### config.mk
export PLATFORM = sky130hd
export DESIGN_NAME = memory_reg_file
export DESIGN_NICKNAME = d
export VERILOG_FILES = /design/src/rtl/memory_reg_file.sv
export SDC_FILE = /design/constraint.sdc
export NUM_CORES = 2
export LEC_CHECK = 0
export CORE_MARGIN = 3
export CORE_UTILIZATION = 53
export DETAILED_ROUTE_END_ITERATION = 12
export GPL_TIMING_DRIVEN = 0
export PLACE_DENSITY = 0.7
export SLEW_MARGIN = 20
export SYNTH_ARGS = -nofsm -noshare
export SYNTH_HDL_FRONTEND = slang
export SYNTH_SLANG_ARGS = --single-unit
### constraint.sdc
create_clock -name clk -period 3.5 [get_ports clk]
set_clock_uncertainty 0.05 [all_clocks]
set_input_delay 0.7 -clock clk [delete_from_list [all_inputs] [get_ports clk]]
set_output_delay 0.7 -clock clk [all_outputs]
set_load 0.05 [all_outputs]
### src/rtl/memory_reg_file.sv
// MIPS-style 32 x 32-bit register file: two combinational read ports, one
// synchronous write port, register 0 hardwired to zero.
module memory_reg_file #(
  parameter int unsigned DATA_W = 32,
  parameter int unsigned ADDR_W = 5
) (
  input  logic              clk,
  input  logic              rst_n,
  input  logic              we3,
  input  logic [ADDR_W-1:0] A1,
  input  logic [ADDR_W-1:0] A2,
  input  logic [ADDR_W-1:0] A3,
  input  logic [DATA_W-1:0] WD3,
  output logic [DATA_W-1:0] RD1,
  output logic [DATA_W-1:0] RD2
);

  localparam int unsigned DEPTH = 2 ** ADDR_W;

  logic [DATA_W-1:0] regs_q [DEPTH];
  logic [DATA_W-1:0] regs_d [DEPTH];

  // Writes to address 0 are dropped, so regs_q[0] never leaves its reset value.
  always_comb begin
    regs_d = regs_q;
    if (we3 && (A3 != '0)) begin
      regs_d[A3] = WD3;
    end
  end

  always_ff @(posedge clk or negedge rst_n) begin
    if (!rst_n) begin
      for (int unsigned i = 0; i < DEPTH; i++) begin
        regs_q[i] <= '0;
      end
    end else begin
      regs_q <= regs_d;
    end
  end

  // No write bypass: reads always see the stored contents.
  assign RD1 = (A1 == '0) ? '0 : regs_q[A1];
  assign RD2 = (A2 == '0) ? '0 : regs_q[A2];

endmodule

## After elaboration in Yosys (flattened, before gate mapping)

Cells that the tools add are included.

- $lt $le $gt $ge: 4
- Mux-type cells: 11
- Bitwise operators: 3
- Reductions and logical operators: 5

Operators with widths:

| operator | count |
|---|---|
| $bwmux W1024 | 1 |
| $bmux W32 S5 | 2 |
| $mux W32 | 7 |
| $demux W32 S5 | 1 |
| $ge A6 B6 Y1 const B | 3 |
| $not A5 Y6 | 3 |
| $logic_not A5 Y1 | 2 |
| $lt A6 B1 Y1 const B | 1 |
| $reduce_bool A5 Y1 | 1 |
| $logic_and A1 B1 Y1 | 2 |

- Bits in registers: 1,024
- Bits of input ports: 50

## Longest topological paths before layout

- Word-level depth: 6
- Depth in mapped cells: 9
- Mapped depth without buffers: 4

## Worst setup path before layout

OpenSTA, ideal clock, no wires.

- Path kind: input to output
- Start point: input port A1[0]
- End point: output port RD1[12]
- Data arrival time: 3,302 ps
- Data required time: 2,750 ps
- Slack: -552 ps
- Stages on the path: 7
- Cell sequence: buf_2 buf_2 buf_4 buf_2 nand2_1 a32o_1 nor4_1

- Cells in the longest elaborated chain, start to end: 5
- Elaborated cells on any way between the ends: 6
- Classes of those cells: 4 x mux; 1 x bitwise; 1 x reduce/logical

RTL lines:

| item | RTL line | text |
|---|---|---|
| from (decl) | 10 | `input logic [ADDR_W-1:0] A1,` |
| $not A5 Y6 (implied by the code) | 42 | `assign RD1 = (A1 == '0) ? '0 : regs_q[A1];` |
| $bmux W32 S5 | 42 |  |
| $mux W32 (implied by the code) (2 in series) | 42 |  |
| $mux W32 * | 42 |  |
| to (decl) | 14 | `output logic [DATA_W-1:0] RD1,` |

Every way passes the cells marked *; elsewhere a longest branch is shown, timed or not. The select of a mux whose other input is x is not followed.

## Worst setup path after layout

- Start point: input port A2[0]
- End point: output port RD2[20]

- Cells in the longest elaborated chain, start to end: 5
- Elaborated cells on any way between the ends: 6
- Classes of those cells: 4 x mux; 1 x bitwise; 1 x reduce/logical

RTL lines:

| item | RTL line | text |
|---|---|---|
| from (decl) | 11 | `input logic [ADDR_W-1:0] A2,` |
| $not A5 Y6 (implied by the code) | 43 | `assign RD2 = (A2 == '0) ? '0 : regs_q[A2];` |
| $bmux W32 S5 | 43 |  |
| $mux W32 (implied by the code) (2 in series) | 43 |  |
| $mux W32 * | 43 |  |
| to (decl) | 15 | `output logic [DATA_W-1:0] RD2` |

Marks and branches as above.

==> flow_summary_export.csv <==
group,metric,value,unit
routing,via_count,37400,
placed_design,portBuffers,105,
routing,initialDrtViolationCount,5333,
setup_path,reg2reg_slack,2.51,ns
routing,routed_wl,202,mm
global_route,grt_pass1_vias,37200,
setup_path,worst_path_largest_cell_delay,0.50,ns
worst_hold_path,hold_class,"in2async",
global_route,gr-total-overflow,0,
global_route,grt_use_total,37.9,%
power,p_leak,28.1,nW
floorplan,fp.dieW,325,um
synthesis,synth_area_leaders,"dfrtp_1, mux2_2, mux4_2",
sta,slew_headroom,28.6,%
synthesis,synth.most_common_cell,"dfrtp_1",
synthesis,synth.avg_cell_area,15.4,sq um
synthesis,syn-cell-area,54000,sq um
placed_design,place.gp.congestion,0.981,
final_layout,largest_register_ffs,1024,
setup_path,cp_slowest_cell,"a2111oi_4",
clocking,cts_made_buffers,110,
synthesis,synthDominantCellAreaShare,47.4,%
synthesis,synthArstFlopShare,100,%
sta,maxSlewViolCount,0,
placed_design,pre_cts_slack,-2.95,ns
global_route,antenna_found_initial,7,
clocking,clkTransAtPathRegs,0.06,ns
final_layout,fill_cells,7006,
outcome,status,"complete, but fails checks",
clocking,cts_buffer_depth,3,
routing,vias_per_cell,7.08,
sta,min_period,3.60,ns
sta,whs,-0.0473,ns
setup_path,cp.arrival,2.85,ns
setup_path,cp.required,2.75,ns
setup_path,r2r_cells,2,
setup_path,path_max_fanout,10,
floorplan,core_area,101000,sq um
final_layout,drive_gt1_share,59.1,%
sta,timing.fmax,278,MHz
outcome,violations,"hold timing, setup timing",
setup_path,cp-end-kind,"output port",
routing,dr.pass1.iters,8,
synthesis,yosys_register_bits,1024,
setup_path,reg2reg_from,"regs_q[515]$_DFFE_PN0P_",
final_layout,synthToLayoutAreaGrowth,21.8,%
sta,finalCritPeriodShare,103,%
job,drv_cap,0,
sta,setup_viol,31,
routing,post-route-drc-count,0,
final_layout,max_flop_register,"regs_q",
global_route,grt_pass1_wl,283,mm
synthesis,synthesis.nets,3564,
global_route,grt_max_degree,136,
setup_path,crit_type,"in2out",
synthesis,ys.flop_type,"dfrtp_1",
floorplan,start_util,53.7,%
synthesis,synth_area_leader_cell,"dfrtp_1",
synthesis,ys_seq_area_share,47.4,%
synthesis,synth_cells,3514,
power,ir_worst_vdd,431,uV
placed_design,hpwl,141,mm
clocking,htreeDepth,3,
routing,drtAntennaViolNets,0,
sta,report.final.hold_viol_count,17,
final_layout,reg_top3,"regs_q (1024)",
final_layout,nNetsFinal,3880,
floorplan,die_area,106000,sq um
synthesis,synth_common_cells,"dfrtp_1, mux2_2, mux4_2",
synthesis,yosysWarnings,0,
sta,layout_setup_ws,-0.100,ns
routing,wl_per_cell,38.3,um
sta,tightest_slew,1.07,ns
power,powerDensity,567,nW/um^2
clocking,root_buffer,"clkbuf_16",
setup_path,cp_cell_sequence,"buf_12, buf_12, buf_16, buf_12, buf_16, buf_16, mux2i_4, o22ai_2, a2111oi_4, nor3_4, buf_6",
synthesis,synth-edff-count,0,
floorplan,boundaryPins,114,
setup_path,start_kind,"primary input",
setup_path,r2r_end,"regs_q[515]$_DFFE_PN0P_",
sta,rsz0062_at_grt,"true",
clocking,worstSkewPairLatency,0.70,ns
synthesis,ys_types,41,
floorplan,fp-row-count,116,
clocking,cts.sinks,1024,
power,p_total,37.3,mW
floorplan,die_y,325,um
clocking,cts_tree,"done",
## power by group
group / total (mW) / internal (mW) / switching (mW) / leakage, nW
logic: 9.23 / 4.95 / 4.28 / 13.1
clock network: 12.1 / 7.03 / 5.11 / 1.81
registers: 16.0 / 14.1 / 1.87 / 13.1
## repair_timing
item                                    4_1_cts  5_1_grt
gates resized for setup                    1072      132
endpoints found under the setup margin       64       63
gates cloned                                 14        8
buffers inserted                             45       29
hold endpoints to repair                     84        0
hold buffers                                  3        0
pin swaps                                    80       38
## logic make-up (layout without fill, tap and decap cells)
group,count (synthesis),in the layout,share of synthesized area [%]
buffers and inverters,420,820,3.56
AOI/OAI and AO/OA,263,263,3.67
DFF,1024,1024,47.4
muxes,1651,1651,43.8
and+or+nand+nor,156,157,1.51
other,0,4,0
## placed cells by master, fill, tap and decap left out, types with 18 or more instances in the layout
cell,instances
a2111oi_4,26
a211oi_4,18
a22o_1,44
buf_1,46
buf_12,49
buf_16,28
buf_2,62
buf_4,83
buf_6,65
buf_8,19
clkbuf_1,155
clkbuf_16,133
clkbuf_4,34
clkbuf_8,49
clkdlybuf4s50_1,36
dfrtp_1,1024
mux2_2,1020
mux2i_1,118
mux2i_2,19
mux2i_4,21
mux4_2,469
nand2_1,23
nor3_2,32
nor3_4,22
o221ai_1,18
o22ai_1,32
o22ai_2,35
## final cells by class
class | count | area, sq um | share of cell area [%]
multi-input cells | 2071 | 28700 | 43.6
flip-flops and latches | 1024 | 25600 | 38.9
plain buffers | 410 | 3510 | 5.33
clock buffers | 156 | 3220 | 4.89
repair buffers | 212 | 2540 | 3.87
well taps | 1357 | 1700 | 2.58
clock inverters | 41 | 487 | 0.740
diodes | 4 | 10.0 | 0.0152
inverters | 1 | 3.75 | 0.00570
## worst max-delay path: cells and delay by family
kind            cells  cell delay, ns
buf+inv             7            1.06
compound gates      2            0.63
mux                 1            0.26
simple gates        1            0.15
## how the worst max path moves through the flow
stage | depth (start not counted) | slack, ns | startpoint | end
final | 11 | -0.10 | A2[0] | RD2[20]
after global routing | 11 | -0.13 | A2[0] | RD2[3]
after CTS | 8 | -0.12 | A1[0] | RD1[20]
after detailed placement | 9 | -2.95 | A2[3] | RD2[19]
after global placement | 1 | -45.42 | rst_n | regs_q[153]$_DFFE_PN0P_
after floorplan | 7 | 0.009 | A1[0] | RD1[12]
## per-layer routing
metal | wire, um | global-route usage (%) | vias to the layer above
met2 | 87300 | 53.9 | 2594
met4 | 11700 | 18.0 | 4
met3 | 27800 | 14.7 | 553
met1 | 75600 | 51.4 | 19900
li1 | - | - | 14400
met5 | 27 | 0 | -
## stage by stage
step	setup TNS (ns)	hold WS (ns)	util, %	instances	instance area [sq um]
finish	-1.51	-0.0473	65.4	5276	65800
global route	-1.72	0.00760	65.4	5272	65800
CTS	-0.892	0.000706	64.4	5236	64700
detailed placement	-196.73	0.415	57.1	4985	57400
global placement	-	0.406	56.7	4976	57100
floorplan	0	0.354	-	3514	54300
(Power assumes the default switching activity.)
